<file path="config.mk">
export PLATFORM = sky130hd
export DESIGN_NAME = tomasulo_reg_file_flat
export DESIGN_NICKNAME = d
export VERILOG_FILES = /design/src/rtl/tomasulo_reg_file_if.sv /design/src/rtl/tomasulo_reg_file.sv /design/src/flat_wrapper.sv
export SDC_FILE = /design/constraint.sdc
export NUM_CORES = 1
export LEC_CHECK = 0
export BUFFER_PORTS_ARGS = -buffer_cell sky130_fd_sc_hd__buf_4
export CAP_MARGIN = 30
export CORE_UTILIZATION = 50
export DETAILED_ROUTE_END_ITERATION = 10
export PLACE_DENSITY = 0.69
export SETUP_SLACK_MARGIN = 0.15
export SLEW_MARGIN = 20
export SYNTH_ARGS = -nofsm -noshare
export SYNTH_HDL_FRONTEND = slang
export SYNTH_SLANG_ARGS = --single-unit
</file>
<file path="constraint.sdc">
create_clock -name clock -period 5.55 [get_ports clock]
set_clock_uncertainty 0.1 [all_clocks]
set_input_delay 0.555 -clock clock [delete_from_list [all_inputs] [get_ports clock]]
set_output_delay 0.555 -clock clock [all_outputs]
set_load 0.05 [all_outputs]
</file>
<file path="src/rtl/tomasulo_reg_file_if.sv">
`default_nettype none
// ============================================================================
//  Module      : tomasulo_reg_file_if
//  Description : Bus bundle for the Tomasulo register file. Groups the preload,
//                issue (rename), CDB, flush and operand-read signals.
//                master : the issue/dispatch side driving requests
//                slave  : the register file itself
//  Signals     : load_en/load_addr/load_data     preload write
//                issue_en/issue_dest/issue_tag   rename destination register
//                cdb_valid/cdb_tag/cdb_data      common data bus broadcast
//                flush                           drop all rename state
//                rd_addr_*/rd_data_*/rd_busy_*/rd_tag_*  two operand ports
//                busy_count                      number of renamed registers
//  Revision    : 1.0 - initial release
// ============================================================================
interface tomasulo_reg_file_if #(
    parameter int NUM_REGS = 8,
    parameter int DATA_W   = 10,
    parameter int TAG_W    = 3,
    parameter int ADDR_W   = $clog2(NUM_REGS),
    parameter int CNT_W    = $clog2(NUM_REGS + 1)
);
    logic              load_en;
    logic [ADDR_W-1:0] load_addr;
    logic [DATA_W-1:0] load_data;

    logic              issue_en;
    logic [ADDR_W-1:0] issue_dest;
    logic [TAG_W-1:0]  issue_tag;

    logic              cdb_valid;
    logic [TAG_W-1:0]  cdb_tag;
    logic [DATA_W-1:0] cdb_data;

    logic              flush;

    logic [ADDR_W-1:0] rd_addr_a;
    logic [ADDR_W-1:0] rd_addr_b;
    logic [DATA_W-1:0] rd_data_a;
    logic [DATA_W-1:0] rd_data_b;
    logic              rd_busy_a;
    logic              rd_busy_b;
    logic [TAG_W-1:0]  rd_tag_a;
    logic [TAG_W-1:0]  rd_tag_b;

    logic [CNT_W-1:0]  busy_count;

    modport master (
        output load_en, load_addr, load_data,
        output issue_en, issue_dest, issue_tag,
        output cdb_valid, cdb_tag, cdb_data,
        output flush,
        output rd_addr_a, rd_addr_b,
        input  rd_data_a, rd_data_b, rd_busy_a, rd_busy_b, rd_tag_a, rd_tag_b,
        input  busy_count
    );

    modport slave (
        input  load_en, load_addr, load_data,
        input  issue_en, issue_dest, issue_tag,
        input  cdb_valid, cdb_tag, cdb_data,
        input  flush,
        input  rd_addr_a, rd_addr_b,
        output rd_data_a, rd_data_b, rd_busy_a, rd_busy_b, rd_tag_a, rd_tag_b,
        output busy_count
    );
endinterface
`default_nettype wire

</file>
<file path="src/rtl/tomasulo_reg_file.sv">
`default_nettype none
// ============================================================================
//  Module      : tomasulo_reg_file
//  Description : Architectural register file with per-register rename status
//                (busy bit + producer tag Qi). Captures CDB results by tag,
//                accepts renames from issue, and serves two combinational
//                read ports with same-cycle CDB forwarding.
//  Ports       : clock  - rising-edge clock
//                reset  - asynchronous, active-low reset
//                bus    - tomasulo_reg_file_if.slave (preload, issue, CDB,
//                         flush, two read ports, busy_count)
//  Revision    : 1.0 - initial release
// ============================================================================
module tomasulo_reg_file #(
    parameter int NUM_REGS = 8,
    parameter int DATA_W   = 10,
    parameter int TAG_W    = 3,
    parameter int ADDR_W   = $clog2(NUM_REGS)
) (
    input wire logic              clock,
    input wire logic              reset,
    tomasulo_reg_file_if.slave    bus
);

    localparam int c_cnt_w = $clog2(NUM_REGS + 1);

    // Architectural state
    logic [DATA_W-1:0]   r_value [NUM_REGS];
    logic [TAG_W-1:0]    r_qi    [NUM_REGS];
    logic [NUM_REGS-1:0] r_busy;
    logic [c_cnt_w-1:0]  r_busy_count;

    // Next-state
    logic [DATA_W-1:0]   w_value_nxt [NUM_REGS];
    logic [TAG_W-1:0]    w_qi_nxt    [NUM_REGS];
    logic [NUM_REGS-1:0] w_busy_nxt;
    logic [c_cnt_w-1:0]  w_busy_count_nxt;

    // Registers whose pending producer is broadcasting this cycle
    logic [NUM_REGS-1:0] w_cdb_hit;

    always_comb begin
        for (int i = 0; i < NUM_REGS; i++) begin
            w_cdb_hit[i] = r_busy[i] && bus.cdb_valid && (r_qi[i] == bus.cdb_tag);
        end
    end

    // Per-register update, applied lowest to highest priority:
    // CDB capture, then flush / issue, then preload.
    always_comb begin
        w_busy_count_nxt = '0;
        for (int i = 0; i < NUM_REGS; i++) begin
            w_value_nxt[i] = r_value[i];
            w_qi_nxt[i]    = r_qi[i];
            w_busy_nxt[i]  = r_busy[i];

            if (w_cdb_hit[i]) begin
                w_value_nxt[i] = bus.cdb_data;
                w_busy_nxt[i]  = 1'b0;
                w_qi_nxt[i]    = '0;
            end

            // A rename colliding with a capture keeps the captured (stale)
            // value but stays busy on the newer producer.
            if (bus.flush) begin
                w_busy_nxt[i] = 1'b0;
                w_qi_nxt[i]   = '0;
            end else if (bus.issue_en && (bus.issue_dest == ADDR_W'(i))) begin
                w_busy_nxt[i] = 1'b1;
                w_qi_nxt[i]   = bus.issue_tag;
            end

            if (bus.load_en && (bus.load_addr == ADDR_W'(i))) begin
                w_value_nxt[i] = bus.load_data;
                w_busy_nxt[i]  = 1'b0;
                w_qi_nxt[i]    = '0;
            end

            w_busy_count_nxt = w_busy_count_nxt + c_cnt_w'(w_busy_nxt[i]);
        end
    end

    always_ff @(posedge clock or negedge reset) begin
        if (!reset) begin
            r_value      <= '{default: '0};
            r_qi         <= '{default: '0};
            r_busy       <= '0;
            r_busy_count <= '0;
        end else begin
            r_value      <= w_value_nxt;
            r_qi         <= w_qi_nxt;
            r_busy       <= w_busy_nxt;
            r_busy_count <= w_busy_count_nxt;
        end
    end

    // Read ports see the state before the edge; a same-cycle issue is not
    // visible, but a same-cycle CDB hit is forwarded as a ready operand.
    logic [ADDR_W-1:0] w_rd_addr [2];
    logic [DATA_W-1:0] w_rd_data [2];
    logic              w_rd_busy [2];
    logic [TAG_W-1:0]  w_rd_tag  [2];

    assign w_rd_addr[0] = bus.rd_addr_a;
    assign w_rd_addr[1] = bus.rd_addr_b;

    always_comb begin
        for (int p = 0; p < 2; p++) begin
            w_rd_data[p] = '0;
            w_rd_busy[p] = 1'b0;
            w_rd_tag[p]  = '0;
            if (int'(w_rd_addr[p]) < NUM_REGS) begin
                if (!r_busy[w_rd_addr[p]]) begin
                    w_rd_data[p] = r_value[w_rd_addr[p]];
                end else if (w_cdb_hit[w_rd_addr[p]]) begin
                    w_rd_data[p] = bus.cdb_data;
                end else begin
                    w_rd_data[p] = r_value[w_rd_addr[p]];
                    w_rd_busy[p] = 1'b1;
                    w_rd_tag[p]  = r_qi[w_rd_addr[p]];
                end
            end
        end
    end

    assign bus.rd_data_a  = w_rd_data[0];
    assign bus.rd_busy_a  = w_rd_busy[0];
    assign bus.rd_tag_a   = w_rd_tag[0];
    assign bus.rd_data_b  = w_rd_data[1];
    assign bus.rd_busy_b  = w_rd_busy[1];
    assign bus.rd_tag_b   = w_rd_tag[1];
    assign bus.busy_count = r_busy_count;

endmodule
`default_nettype wire

</file>
<file path="src/flat_wrapper.sv">
// flat-port wrapper written by rule: the top's interface ports become plain ports
module tomasulo_reg_file_flat 
#(
    parameter int NUM_REGS = 8,
    parameter int DATA_W   = 10,
    parameter int TAG_W    = 3,
    parameter int ADDR_W   = $clog2(NUM_REGS)
)
  (clock, reset, bus_load_en, bus_load_addr, bus_load_data, bus_issue_en, bus_issue_dest, bus_issue_tag, bus_cdb_valid, bus_cdb_tag, bus_cdb_data, bus_flush, bus_rd_addr_a, bus_rd_addr_b, bus_rd_data_a, bus_rd_data_b, bus_rd_busy_a, bus_rd_busy_b, bus_rd_tag_a, bus_rd_tag_b, bus_busy_count);
  tomasulo_reg_file_if #(.NUM_REGS(NUM_REGS), .DATA_W(DATA_W), .TAG_W(TAG_W), .ADDR_W(ADDR_W)) bus_i ();
  input wire logic clock;
  input wire logic reset;
  input wire logic [$bits(bus_i.load_en)-1:0] bus_load_en;
  input wire logic [$bits(bus_i.load_addr)-1:0] bus_load_addr;
  input wire logic [$bits(bus_i.load_data)-1:0] bus_load_data;
  input wire logic [$bits(bus_i.issue_en)-1:0] bus_issue_en;
  input wire logic [$bits(bus_i.issue_dest)-1:0] bus_issue_dest;
  input wire logic [$bits(bus_i.issue_tag)-1:0] bus_issue_tag;
  input wire logic [$bits(bus_i.cdb_valid)-1:0] bus_cdb_valid;
  input wire logic [$bits(bus_i.cdb_tag)-1:0] bus_cdb_tag;
  input wire logic [$bits(bus_i.cdb_data)-1:0] bus_cdb_data;
  input wire logic [$bits(bus_i.flush)-1:0] bus_flush;
  input wire logic [$bits(bus_i.rd_addr_a)-1:0] bus_rd_addr_a;
  input wire logic [$bits(bus_i.rd_addr_b)-1:0] bus_rd_addr_b;
  output wire logic [$bits(bus_i.rd_data_a)-1:0] bus_rd_data_a;
  output wire logic [$bits(bus_i.rd_data_b)-1:0] bus_rd_data_b;
  output wire logic [$bits(bus_i.rd_busy_a)-1:0] bus_rd_busy_a;
  output wire logic [$bits(bus_i.rd_busy_b)-1:0] bus_rd_busy_b;
  output wire logic [$bits(bus_i.rd_tag_a)-1:0] bus_rd_tag_a;
  output wire logic [$bits(bus_i.rd_tag_b)-1:0] bus_rd_tag_b;
  output wire logic [$bits(bus_i.busy_count)-1:0] bus_busy_count;
  assign bus_i.load_en = bus_load_en;
  assign bus_i.load_addr = bus_load_addr;
  assign bus_i.load_data = bus_load_data;
  assign bus_i.issue_en = bus_issue_en;
  assign bus_i.issue_dest = bus_issue_dest;
  assign bus_i.issue_tag = bus_issue_tag;
  assign bus_i.cdb_valid = bus_cdb_valid;
  assign bus_i.cdb_tag = bus_cdb_tag;
  assign bus_i.cdb_data = bus_cdb_data;
  assign bus_i.flush = bus_flush;
  assign bus_i.rd_addr_a = bus_rd_addr_a;
  assign bus_i.rd_addr_b = bus_rd_addr_b;
  assign bus_rd_data_a = bus_i.rd_data_a;
  assign bus_rd_data_b = bus_i.rd_data_b;
  assign bus_rd_busy_a = bus_i.rd_busy_a;
  assign bus_rd_busy_b = bus_i.rd_busy_b;
  assign bus_rd_tag_a = bus_i.rd_tag_a;
  assign bus_rd_tag_b = bus_i.rd_tag_b;
  assign bus_busy_count = bus_i.busy_count;
  tomasulo_reg_file #(.NUM_REGS(NUM_REGS), .DATA_W(DATA_W), .TAG_W(TAG_W), .ADDR_W(ADDR_W)) u_core (.clock(clock), .reset(reset), .bus(bus_i));
endmodule
</file>
; Yosys cells after proc, flatten, opt, wreduce, memory -nomap -nowiden
; Cells that the tools add are included.
[op_classes]
reduce_logical = 50
addsub = 7
n_mux = 112
eq_ne = 22
bitwise_logic = 2
magnitude_cmp = 4
[op_table]
columns = op, n
row1 = $mux W10, 24
row2 = $mux W3, 40
row3 = $bmux W10 S3, 2
row4 = $mux W1, 40
row5 = $logic_and A1 B1 Y1, 32
row6 = $reduce_bool A4 Y1, 8
row7 = $add A4 B1 Y4, 6
row8 = $eq A3 B3 Y1, 8
row9 = $eq A3 B3 Y1 const B, 8
row10 = $bmux W3 S3, 2
row11 = $reduce_bool A2 Y1, 8
row12 = $bmux W1 S3, 4
row13 = $eq A3 B2 Y1 const B, 4
row14 = $ge A4 B4 Y1 const B, 2
row15 = $lt A3 B4 Y1 const B, 2
row16 = $not A3 Y4, 2
row17 = $eq A3 B1 Y1 const B, 2
row18 = $logic_not A3 Y1, 2
row19 = $add A1 B1 Y2, 1
[word_totals]
register_bits = 116
inputBits = 44
elab_cells = 215

; Depth between registers and ports, before layout
[depth]
depth_word = 13
ltp_mapped = 14
ltp_nobuf = 12

; Worst setup path after synthesis
; Ideal clock, no wire load.
[synth_timing]
kind = input-to-reg
from = input port bus_cdb_tag[1]
to = register u_core.r_busy_count[2] (netlist: u_core.bus.busy_count[2])
slack_ns = 1.089
setup_time_ns = 0.122
required_time_ns = 5.328
path_buffers = 2
arrival_ns = 4.239
cell_stages = 14
path_cell_list = buf_2 -> xor2_1 -> or4_1 -> nand2b_1 -> buf_1 -> o21bai_1 -> ha_1 -> inv_1 -> fa_1 -> fa_1 -> inv_1 -> fa_1 -> fa_1 -> xor2_1
[synth_via]
elab_chain_len = 13
elab_cells_between_ends = 55
[synth_rtl]
columns = element, line
row1 = from (decl), flat_wrapper.sv:20  ; input wire logic [$bits(bus_i.cdb_tag)-1:0] bus_cdb_tag;
row2 = $eq A3 B3 Y1, tomasulo_reg_file.sv:44  ; w_cdb_hit[i] = r_busy[i] && bus.cdb_valid && (r_qi[i] == bus.cdb_tag);
row3 = $logic_and A1 B1 Y1, tomasulo_reg_file.sv:44
row4 = $mux W1, tomasulo_reg_file.sv:57  ; if (w_cdb_hit[i]) begin
row5 = $mux W1, tomasulo_reg_file.sv:68  ; end else if (bus.issue_en && (bus.issue_dest == ADDR_W'(i))) begin
row6 = $mux W1, tomasulo_reg_file.sv:65  ; if (bus.flush) begin
row7 = $mux W1, tomasulo_reg_file.sv:73  ; if (bus.load_en && (bus.load_addr == ADDR_W'(i))) begin
row8 = named net u_core.w_busy_nxt[0], tomasulo_reg_file.sv:36  ; logic [NUM_REGS-1:0] w_busy_nxt;
row9 = $add A1 B1 Y2, tomasulo_reg_file.sv:79  ; w_busy_count_nxt = w_busy_count_nxt + c_cnt_w'(w_busy_nxt[i]);
row10 = $add A4 B1 Y4 (6 in a row), tomasulo_reg_file.sv:79
row11 = named net u_core.w_busy_count_nxt[2], tomasulo_reg_file.sv:37  ; logic [c_cnt_w-1:0] w_busy_count_nxt;
row12 = to (signal assigned), tomasulo_reg_file.sv:93  ; r_busy_count <= w_busy_count_nxt;
row13 = to (decl), tomasulo_reg_file.sv:31  ; logic [c_cnt_w-1:0] r_busy_count;
; The timed path passes the listed nets, and every way through them passes these cells.
; A chain may end at the register's enable or synchronous reset.

; Worst setup path in the final report
[layout_timing]
from = input port bus_load_en
to = register u_core.r_busy_count[2] (netlist: u_core.bus.busy_count[2])
[layout_via]
elab_chain_len = 9
elab_cells_between_ends = 23
[layout_rtl]
columns = element, line
row1 = from (decl), flat_wrapper.sv:13  ; input wire logic [$bits(bus_i.load_en)-1:0] bus_load_en;
row2 = $logic_and A1 B1 Y1, tomasulo_reg_file.sv:73
row3 = $mux W1, tomasulo_reg_file.sv:73
row4 = named net u_core.w_busy_nxt[0], tomasulo_reg_file.sv:36
row5 = $add A1 B1 Y2, tomasulo_reg_file.sv:79
row6 = $add A4 B1 Y4 (6 in a row), tomasulo_reg_file.sv:79
row7 = named net u_core.w_busy_count_nxt[2], tomasulo_reg_file.sv:37
; The timed path passes the listed nets, and every way through them passes these cells.

==> out/results.txt <==
Unique cell type count in the Yosys netlist -> 44
Leading cell type in the layout, fill and taps excluded -> dfrtp_1
Internal power -> 2120 uW
Setup Buffers After CTS -> 0
Fin. Hold Viols -> 0
# hold bufs at CTS -> 0
CORE AREA -> 15300 um2
CTS H-tree depth -> 4
Most frequent cells in the layout -> 116 x dfrtp_1, 91 x nor2_1, 88 x mux2i_1, 88 x buf_4, 81 x a21oi_1
Endpoints failing setup -> 0
Drt drc -> 0
Post-synth EDFFs -> 0
DR vias/cell -> 6.42
Routed Antenna Nets -> 0
Ant. Diodes -> 0
Syn Area/Cell -> 11.1 um2
Layout cell share with drive strength beyond 1 -> 28.9%
CTS tree -> done
Die width -> 128 um
Area contributors post-synth -> dfrtp_1 37%, mux4_2 16%, mux2i_1 11%
Kind of critical path -> primary input to flip-flop
CTS Root Cell -> clkbuf_16
Sw Share -> 31.3%
Routed wire per std cell -> 24.0 um
Worst VDD drop -> 0.247 mV
Syn Inst Count -> 715
Routed via count -> 6241
Clk sinks -> 116
Post-Route WL -> 23.3 mm
Worst skew pair latency -> 0.42 ns
Max Transition Viols Final -> 0
Vias in the first global route -> 6248
Worst EP arrival -> 4.34 ns
Post-detail-place hpwl -> 15.1 mm
Multi-input combinational cell area -> 4680 um2
Initial DRC count -> 482
Ys flop type -> dfrtp_1
Critical path peak fanout -> 12
Area leader, netlist -> dfrtp_1
TritonCTS buffer count -> 17
Gr ovfl total -> 0
Tot GR Track Use -> 30.2%
Flops & latches, synth -> 116
Unrepaired setup endpoints after global routing -> false
Worst Setup End Kind -> flip-flop
Mapped Nets -> 766
F_max -> 242 MHz
Top delay family on crit path -> adder cells
Sequential area share after synthesis -> 36.7%
Net switching power -> 965 uW
Leakage -> 0.00407 uW
Clock transition at path regs -> 0.05 ns
Critical Path Start Type -> primary input
Reg power frac -> 35.7%
Fin crit share -> 74.4%
TritonRoute pass-1 iters -> 6
Nets -> 800
Setup tns final -> 0 ns
Final Instance Count excl. Fillers -> 972
Worst Path Required -> 5.75 ns
Max-cap viol count -> 0
IO Pins -> 76
Share of the synthesized area in the top cell type -> 36.7%
Worst path cell trace -> buf_4 > nor2b_1 > nor3b_2 > buf_4 > nor4_1 > o21bai_1 > ha_1 > inv_1 > fa_1 > fa_1 > inv_1 > fa_1 > fa_1 > xor2_1
First-pass GRT wire length -> 36.1 mm
Pwr dens -> 337 nW/um2
Total power -> 3090 uW
Combinational Power Share -> 27.6%
CTS resizes -> 0
Worst rel slew slack -> 35.1%
Power share of the clock group -> 36.7%
Maximum root-to-sink buffer count -> 2
WP buf/inv -> 4
Synth-to-Final Area Change -> 15.8%
Post-Syn Area -> 7900 um2
RePlAce Congestion -> 0.942
Starting Density -> 51.6%
Fill count -> 1298
Die Ht -> 128 um
Final Critical Period -> 4.13 ns
CP max stage delay -> 0.56 ns
Crit path max-delay cell type -> nor4_1
Number of I/O port buffers -> 75
Placed cells -> 940
Die area -> 16300 um2
Number of placement rows -> 45
Register area -> 2900 um2
Most used cell along the critical path -> fa_1
Tightest Hold Check Type -> primary input to asynchronous set/reset pin
Result of the run -> complete, no violations
Pin slew with the least headroom to its limit -> 0.972 ns
Asr flop ratio synth -> 100%
Initial antenna violation count -> 0
Synthesis Warnings -> 0
Largest net degree at the start of global routing -> 67
-- state kept, by name (all words and copies together) (netlist names) --
register,count
u_core.bus.busy_count,4
u_core.r_busy,8
u_core.r_qi,24
u_core.r_value,80
-- path summary, 6_finish.rpt --
check	start	to	slack, ns	cells after the start
worst max register to register	u_core.r_qi[20]	u_core.bus.busy_count[2]	1.48	11
worst min-delay path	reset	u_core.r_qi[1]	0.15	1
min in group clock	bus_issue_tag[0]	u_core.r_qi[12]	0.38	2
worst max-delay path	bus_load_en	u_core.bus.busy_count[2]	1.42	14
max in group asynchronous	reset	u_core.r_value[24]	3.99	2
worst min register to register	u_core.r_value[4]	u_core.r_value[4]	0.45	2
-- cells by family (layout without fill, tap and decap cells) --
group	after synthesis	count (layout)	synth area share, %
and+or+nand+nor	180	180	11.4
AOI/OAI and AO/OA	123	123	10.0
DFF	116	116	36.7
adders and majority gates	7	7	1.49
buffers and inverters	80	126	4.21
muxes	184	184	33.4
xor gates and xnor gates	25	25	2.77
-- metrics by stage --
stage | util, % | cell area (um2) | hold WS [ns] | setup WS [ns]
after global routing | 59.8 | 9150 | 0.216 | 1.24
after CTS | 59.7 | 9140 | 0.188 | 1.43
after floorplan | - | 7900 | 0.159 | 1.09
after global placement | 55.7 | 8530 | 0.422 | 1.15
final | 59.8 | 9150 | 0.149 | 1.42
after detailed placement | 55.7 | 8530 | 0.440 | 1.01
-- worst register-to-register path: cells and delay by family, from the launching register on --
family	cells	cell delay [ns]
buffers and inverters	2	0.10
DFF	1	0.43
xor gates and xnor gates	2	0.31
adders and majority gates	5	2.09
and+or+nand+nor	1	0.62
AOI/OAI and AO/OA	1	0.30
-- metal layers --
layer	vias to the layer above	wire length [um]	track usage [%]
met4	0	687	13.1
met2	273	11500	49.6
met3	51	1600	4.88
li1	2703	-	-
met5	-	0	0
met1	3214	9570	39.8
-- cells in the mapped netlist, drive strengths merged, types with 8 or more instances --
master and instances:
nor3b 11, dfrtp 116, a21oi 81, nor2 91, clkbuf 29, mux4 56, or4 8, xor2 25
nand2 24, a22o 24, mux2 40, buf 45, mux2i 88
-- final cells by class --
type                       count  area share (%)
clock buffer                  22            5.29
sequential                   116            31.7
timing repair buffer          89            7.38
tap                          211            2.88
multi-input combinational    519            51.1
clock inverter                 9            1.38
inverter                       6           0.246
-- power by group through the flow --
stage	Clock [uW]	Sequential [uW]	Combinational [uW]
floorplan	0	1080	635
global placement	0	1090	827
detailed placement	0	1110	848
CTS	1150	1100	855
global route	1180	1120	910
finish	1130	1100	852
(Power assumes the default switching activity.)
